$ cat config.mk
export PLATFORM = sky130hd
export DESIGN_NAME = mips32_issue_interlock
export DESIGN_NICKNAME = d
export VERILOG_FILES = /design/src/rtl/mips32_issue_interlock.sv
export SDC_FILE = /design/constraint.sdc
export NUM_CORES = 1
export LEC_CHECK = 0
export BUFFER_PORTS_ARGS = -buffer_cell sky130_fd_sc_hd__buf_2
export CAP_MARGIN = 10
export CORE_UTILIZATION = 45
export DETAILED_ROUTE_END_ITERATION = 7
export PLACE_DENSITY = 0.81
export SLEW_MARGIN = 0
export SYNTH_ARGS = -nofsm -noshare
export SYNTH_HDL_FRONTEND = slang
export SYNTH_SLANG_ARGS = --single-unit
export TNS_END_PERCENT = 30
$ cat constraint.sdc
create_clock -name clk -period 2.85 [get_ports clk]
set_input_delay 0.855 -clock clk [delete_from_list [all_inputs] [get_ports clk]]
set_output_delay 0.855 -clock clk [all_outputs]
set_load 0.02 [all_outputs]
$ cat src/rtl/mips32_issue_interlock.sv
// Issue interlock between fetch and ID for pipe_MIPS32: holds one fetched instruction and
// inserts NOP bubbles while any of its source registers matches a recently issued destination.
module mips32_issue_interlock #(
    parameter int unsigned HAZARD_WINDOW = 3,
    parameter logic [31:0] NOP_INSTR     = 32'h0ce77800,
    parameter int unsigned CNT_W         = 16
) (
    input  logic             clk,
    input  logic             rst,
    input  logic             in_valid,
    input  logic [31:0]      in_instr,
    output logic             in_ready,
    input  logic             flush,
    output logic             out_valid,
    output logic             out_bubble,
    output logic [31:0]      out_instr,
    output logic             halted,
    output logic [CNT_W-1:0] stall_count
);

    logic                                hold_valid_q;
    logic [31:0]                         hold_instr_q;
    logic [HAZARD_WINDOW-1:0]            sb_valid_q;
    logic [HAZARD_WINDOW-1:0][4:0]       sb_reg_q;
    logic                                out_valid_q;
    logic                                out_bubble_q;
    logic [31:0]                         out_instr_q;
    logic                                halted_q;
    logic [CNT_W-1:0]                    stall_count_q;

    logic [5:0] opcode;
    logic [4:0] rs, rt, rd;
    logic       src1_v, src2_v, dst_v;
    logic [4:0] dst;
    logic       hit, hazard, issue_now, accept;

    // Decode the held instruction into its register sources and destination.
    always_comb begin
        opcode = hold_instr_q[31:26];
        rs     = hold_instr_q[25:21];
        rt     = hold_instr_q[20:16];
        rd     = hold_instr_q[15:11];
        src1_v = 1'b0;
        src2_v = 1'b0;
        dst_v  = 1'b0;
        dst    = rd;
        if (opcode <= 6'b000101) begin
            src1_v = 1'b1;
            src2_v = 1'b1;
            dst_v  = 1'b1;
        end else if (opcode == 6'b001000 || (opcode >= 6'b001010 && opcode <= 6'b001100)) begin
            src1_v = 1'b1;
            dst_v  = 1'b1;
            dst    = rt;
        end else if (opcode == 6'b001001) begin
            src1_v = 1'b1;
            src2_v = 1'b1;
        end else if (opcode == 6'b001101 || opcode == 6'b001110) begin
            src1_v = 1'b1;
        end
        // R0 is hardwired, so it never carries a dependency.
        src1_v = src1_v & (rs != 5'd0);
        src2_v = src2_v & (rt != 5'd0);
        dst_v  = dst_v & (dst != 5'd0);
    end

    always_comb begin
        hit = 1'b0;
        for (int i = 0; i < int'(HAZARD_WINDOW); i++) begin
            if (sb_valid_q[i] && ((src1_v && sb_reg_q[i] == rs) || (src2_v && sb_reg_q[i] == rt)))
                hit = 1'b1;
        end
    end

    assign hazard    = hold_valid_q & hit;
    assign issue_now = hold_valid_q & ~hazard & ~halted_q & ~flush;
    assign in_ready  = ~halted_q & ~flush & (~hold_valid_q | issue_now);
    assign accept    = in_valid & in_ready;

    always_ff @(posedge clk) begin
        if (rst) begin
            hold_valid_q  <= 1'b0;
            hold_instr_q  <= 32'd0;
            sb_valid_q    <= '0;
            sb_reg_q      <= '0;
            out_valid_q   <= 1'b0;
            out_bubble_q  <= 1'b0;
            out_instr_q   <= NOP_INSTR;
            halted_q      <= 1'b0;
            stall_count_q <= '0;
        end else begin
            // Only a real issue records a destination; bubbles, gaps and flushes age the window.
            for (int i = int'(HAZARD_WINDOW) - 1; i > 0; i--) begin
                sb_valid_q[i] <= sb_valid_q[i-1];
                sb_reg_q[i]   <= sb_reg_q[i-1];
            end
            sb_valid_q[0] <= issue_now & dst_v;
            sb_reg_q[0]   <= dst;

            if (flush) begin
                hold_valid_q <= 1'b0;
                out_valid_q  <= 1'b0;
                out_bubble_q <= 1'b0;
            end else if (issue_now) begin
                out_valid_q  <= 1'b1;
                out_bubble_q <= 1'b0;
                out_instr_q  <= hold_instr_q;
                hold_valid_q <= accept;
                if (accept) hold_instr_q <= in_instr;
                if (opcode == 6'b111111) halted_q <= 1'b1;
            end else if (hazard && !halted_q) begin
                out_valid_q  <= 1'b1;
                out_bubble_q <= 1'b1;
                out_instr_q  <= NOP_INSTR;
                if (stall_count_q != '1) stall_count_q <= stall_count_q + 1'b1;
            end else begin
                out_valid_q  <= 1'b0;
                out_bubble_q <= 1'b0;
                if (accept) begin
                    hold_valid_q <= 1'b1;
                    hold_instr_q <= in_instr;
                end
            end
        end
    end

    assign out_valid   = out_valid_q;
    assign out_bubble  = out_bubble_q;
    assign out_instr   = out_instr_q;
    assign halted      = halted_q;
    assign stall_count = stall_count_q;

endmodule

### After elaboration in Yosys (flattened, before gate mapping)

Index checks and enable logic that the tools add are counted.

* word-level logic and storage cells: 98
* bits in registers: 102
* input bits: 36

* equal/unequal tests: 13
* mux-type cells: 24
* magnitude comparators: 3
* bitwise gates (word level): 17
* reductions and logical operators: 29
* add/subtract/negate cells: 1

Operators by type and width (number)
* two-way mux 32 bit: 5
* == test 5 bit: 6
* == test 6 x 4 -> 1 bit, second input constant: 4
* two-way mux 1 bit: 17
* adder 16 x 1 -> 16 bit, second input constant: 1
* inequality test 16 bit, second input constant: 1
* nonzero test 5 bit: 3
* AND 1 bit: 11
* logical AND 1 bit: 11
* two-way mux 5 bit: 2
* == test 6 bit, second input constant: 1
* >= comparator 6 x 4 -> 1 bit, second input constant: 1
* less-or-equal comparator 6 x 3 -> 1 bit, second input constant: 1
* less-or-equal comparator 6 x 4 -> 1 bit, second input constant: 1
* AND reduction 2 bit: 3
* logical OR 1 bit: 5
* inverter 1 bit: 5
* AND reduction 4 bit: 1
* nonzero test 2 bit: 2
* AND reduction 3 bit: 1
* OR reduction 3 bit: 1
* inequality test 2 bit, second input constant: 1
* OR reduction 2 bit: 1
* logical NOT 1 bit: 1
* OR 1 bit: 1

### Logic depth before layout (Yosys ltp)

* depth after elaboration: 24
* gate-level depth with buffers: 11

### Least setup slack after synthesis

No wires, ideal clock.

* path kind: reg2out
* from: register hold_instr_q[23]
* to: output in_ready
* arrival time: 2.000 ns
* path buffers: 3
* data required time: 1.995 ns
* cell stages (with the launch flop): 10
* slack: -0.005 ns
* path through: dfxtp_1 buf_2 xor2_1 nor4_1 and3_1 o31ai_4 and2_4 buf_6 buf_6 o21a_1

* cells in the longest elaborated chain, start to end: 15

RTL lines
* from (decl): line 22 `logic [31:0] hold_instr_q;`
* from (signal assigned): line 109 `if (accept) hold_instr_q <= in_instr;`
* from (signal assigned): line 121 `hold_instr_q <= in_instr;`
* nonzero test 5 bit: line 62 `src1_v = src1_v & (rs != 5'd0);`
* AND 1 bit: line 62
* logical AND 1 bit: line 70 `if (sb_valid_q[i] && ((src1_v && sb_reg_q[i] == rs) || (src2_v && sb_reg_q[i] == rt)))`
* logical OR 1 bit: line 70
* logical AND 1 bit: line 70
* two-way mux 1 bit (2 in series): line 70
* two-way mux 1 bit *: line 70
* AND 1 bit *: line 75 `assign hazard = hold_valid_q & hit;`
* inverter 1 bit *: line 76 `assign issue_now = hold_valid_q & ~hazard & ~halted_q & ~flush;`
* AND 1 bit * (3 in series): line 76
* OR 1 bit *: line 77 `assign in_ready = ~halted_q & ~flush & (~hold_valid_q | issue_now);`
* AND 1 bit *: line 77
* to (decl): line 12 `output logic in_ready,`

Mark *: on every way between the ends. The rest lies on a longest branch, timed or not.

### Final worst setup path

* from: register hold_instr_q[22]
* to: output in_ready

Same word-level chain as after synthesis.

==> results by group <==
Placed design
  – IO buf count: a little under 90
  – Post-DP HPWL: 7.77 mm
  – Routability cong.: 0.919
  – DP Area: between 0.004 and 0.005 sq mm

Yosys
  – Ys async rst share: 0%
  – Mapped Cells: 489
  – Mapped Nets: 526
  – Post-synth EDFFs: 0
  – Mapped cell area: roughly 0.0044 sq mm
  – Post-synth cell types: 48
  – Yosys warns: 0
  – FF+latch count, synth: 102
  – Sequential cell area fraction in the yosys report: between 40% and 50%
  – Top_reg_cell synth: dfxtp_1
  – Avg Inst Size Synth: 9.08 sq um

Worst setup path
  – R2R Path Start: hold_instr_q[22]
  – R2R cell count: 9
  – Crit path depth: 7
  – CP Capture Type: output pin
  – Worst setup path category: flip-flop to output pin
  – Data required, critical path: 2.00 ns
  – Critical-path cell list: xor2_1 -> nor4_1 -> and3_1 -> o31ai_4 -> and2_4 -> o21a_1 -> buf_6
  – CP Launch Point: hold_instr_q[22]
  – Worst Setup EP: in_ready
  – WP buf/inv: 1
  – Crit-path slowest cell: dfxtp_4
  – CP top delay family: simple AND/OR/NAND/NOR gates
  – Reg-to-Reg End: stall_count[8]
  – Flop2flop setup slack: 0.26 ns
  – CP max stage delay: roughly 0.4 ns
  – CP Launch Type: flip-flop
  – Worst path arrival time: roughly 2.1 ns
  – CP max FO: 6

Power and ir drop
  – Power share of the combinational group: around 8.5%
  – P_sw: 0.000694 W
  – Switch share: 25.9%
  – Total power: 0.00268 W
  – Clock power frac: 35.7%
  – Flop pwr share: 55.8%
  – Pint: 0.00198 W
  – Leakage: ~2.4 nW
  – Peak VDD IR: 0.227 mV
  – Power per Cell Area: 510 mW/mm^2

Global route
  – Initial antenna violation count: 0
  – First-pass GRT wire length: 17.1 mm
  – Largest net degree at the start of global routing: 40
  – Vias in the first global route: 3407
  – Global route overflow: 0
  – GRT Total Usage: between 20% and 30%

Drt
  – Vias per cell: around 5.3
  – Initial DRC count: 291
  – Post-route DRC: 0
  – Drt first pass iters: 5
  – DR vias: 3704
  – Final WL: 10.9 mm
  – Routed Antenna Nets: 0
  – Routed wire per std cell: around 16 microns

Timing
  – Final hold vios: 0
  – Ratio of final minimum period to clock period: 103%
  – Min Clock Period, post-route: around 2.9 ns
  – Slew headroom: 42.5%
  – Fmax: 341 MHz
  – Slew @ Worst Pin: 0.862 ns
  – RSZ-0062 raised after global routing: true
  – Final setup vio count: 1
  – PnR worst setup slack: -0.0839 ns
  – Clock skew: about 0.010 ns
  – Pins Over Slew Limit: 0

Floorplan
  – Die area: 0.0103 sq mm
  – Initial cell density of the core: 47.2%
  – Die width: 101 microns
  – I/O pins: 88
  – CORE AREA: about 0.0094 sq mm
  – # rows: 35
  – Die height: 101 microns

Finish
  – Area Overhead vs Synth: 18.1%
  – Antenna cells: 0
  – Ratio of cells with drive above 1 in the final layout: 26.9%
  – Fin area: between 0.005 and 0.006 sq mm
  – Fin nets: 605

Clock tree
  – CTS tree: built
  – Htree depth: 3
  – Clock sink total: between 100 and 150
  – Number of buffers created by CTS: 9
  – Clock transition at path regs: 0.10 ns
  – Clk root buf: clkbuf_8
  – Clk_lat worst skew: 0.37 ns
  – CTS Buffer Depth: 2
  – Post-CTS Hold Fix Bufs: 0

Hold path
  – Class of the worst hold path: flip-flop to flip-flop

Run status
  – Violated checks: negative setup slack
  – Status: finished with violations

Job
  – Max cap viols: 0
## cell type report
class / count / area, sq um
Fill cell: 856 / 4170
Multi-Input combinational cell: 343 / 2200
Sequential cell: 102 / 2060
Timing Repair Buffer: 105 / 589
Tap cell: 129 / 161
Clock buffer: 10 / 128
Clock inverter: 6 / 81.3
Inverter: 7 / 26.3
## worst min path at each step
stage                        end  cells past startpoint            start
finish              out_instr[3]                      2     out_instr[3]
detailed placement  out_instr[3]                      2     out_instr[3]
floorplan           out_instr[0]                      2  hold_instr_q[0]
CTS                 out_instr[9]                      2     out_instr[9]
global route        out_instr[9]                      2     out_instr[9]
global placement    out_instr[3]                      2     out_instr[3]
## registers in the layout (all words and copies together) (netlist names)
signal	cells
out_valid	1
hold_instr_q	32
stall_count	16
halted	1
hold_valid_q	1
sb_valid_q	3
out_bubble	1
out_instr	32
sb_reg_q	15
## layer usage
metal | part of all wire (%) | GRT usage, % | vias to the layer above | routed length [microns]
li1 | - | - | 1806 | -
met1 | 45 | 29.9 | 1782 | 4920
met2 | 49 | 34.7 | 106 | 5320
met3 | 5.1 | 3.80 | 10 | 551
met4 | 0.95 | 6.24 | 0 | 104
met5 | 0 | 0 | - | 0
## power groups by stage
stage	registers, W	clock network [W]	logic (W)
finish	0.00149	0.000954	0.000228
global route	0.00150	0.00103	0.000248
CTS	0.00150	0.000968	0.000221
detailed placement	0.00153	0	0.000214
global placement	0.00153	0	0.000209
floorplan	0.00151	0	0.000158
## what timing repair did
item,CTS,global route
setup buffers,3,1
endpoints found under the setup margin,1,1
resized for setup,14,8
pin swaps,6,5
gates cloned,0,0
## cell usage after synthesis, drive strengths merged (2+ instances only)
| master | count | area share, % |
|---|---|---|
| a21oi | 38 | 4.4 |
| a2111oi | 6 | 1.9 |
| nor2 | 82 | 6.9 |
| o31ai | 3 | 0.82 |
| mux2i | 38 | 8.6 |
| mux2 | 3 | 0.76 |
| o2111ai | 3 | 0.99 |
| xor2 | 24 | 4.7 |
| nor4 | 8 | 1.4 |
| nand3 | 28 | 3.2 |
| nor2b | 15 | 2.1 |
| xnor2 | 14 | 2.8 |
| or3 | 2 | 0.28 |
| o21ai | 3 | 0.34 |
| inv | 7 | 0.59 |
| and3 | 4 | 0.56 |
| nand4 | 4 | 0.56 |
| or2 | 12 | 1.7 |
| buf | 18 | 3.2 |
| nand2 | 32 | 2.7 |
| dfxtp | 102 | 46 |
| a31oi | 2 | 0.28 |
| clkbuf | 19 | 1.6 |
| nor3 | 8 | 1.0 |
| or4 | 3 | 0.51 |
## cells in the final DEF (no fill, tap or decap), types with 3 or more instances in the layout
cell and instances:
nand3_1 28, or2_2 6, nor2b_1 15, nand2_1 32, inv_1 6, mux2i_1 38, dfxtp_4 5, nor2_1 81
clkbuf_8 9, nor4_1 5, dfxtp_1 94, nor3_1 7, buf_2 86, nand4_1 4, clkinv_4 3, or2_1 6
xor2_1 24, a2111oi_2 5, buf_4 17, xnor2_1 14, dfxtp_2 3, a21oi_1 37
## worst register-to-register path, delay by kind of cell (launching register included)
| family | cells | cell delay, ns |
|---|---|---|
| and+or+nand+nor | 4 | 1.10 |
| buffers and inverters | 2 | 0.37 |
| muxes | 1 | 0.37 |
| AOI/OAI and AO/OA | 1 | 0.09 |
| xor gates and xnor gates | 1 | 0.17 |
| DFF | 1 | 0.39 |
## per-stage QoR
step                      TNS (ns)  std cells  setup WS [ns]  hold WS [ns]  utilization [%]
after floorplan                  0        489        0.00814         0.448                -
after global placement           0        682          0.307         0.437             52.5
after detailed placement         0        682          0.251         0.442             52.5
after CTS                  -0.0779        701        -0.0779         0.457             55.3
after global routing        -0.153        702         -0.153         0.480             55.7
final                      -0.0839        702        -0.0839         0.454             55.7
## cell families (layout without fill, tap and decap cells)
logic type               Yosys count  in the layout  share of synthesized area, %
AND/OR/NAND/NOR                  201            201                          21.5
XOR/XNOR                          38             38                          7.50
AO/OA/AOI/OAI                     62             62                          10.0
flip-flops                       102            102                          46.0
buffers and inverters             44            128                          5.44
adder cells (fa/ha/maj)            1              1                         0.282
multiplexers                      41             41                          9.33
(Power assumes the default switching activity.)
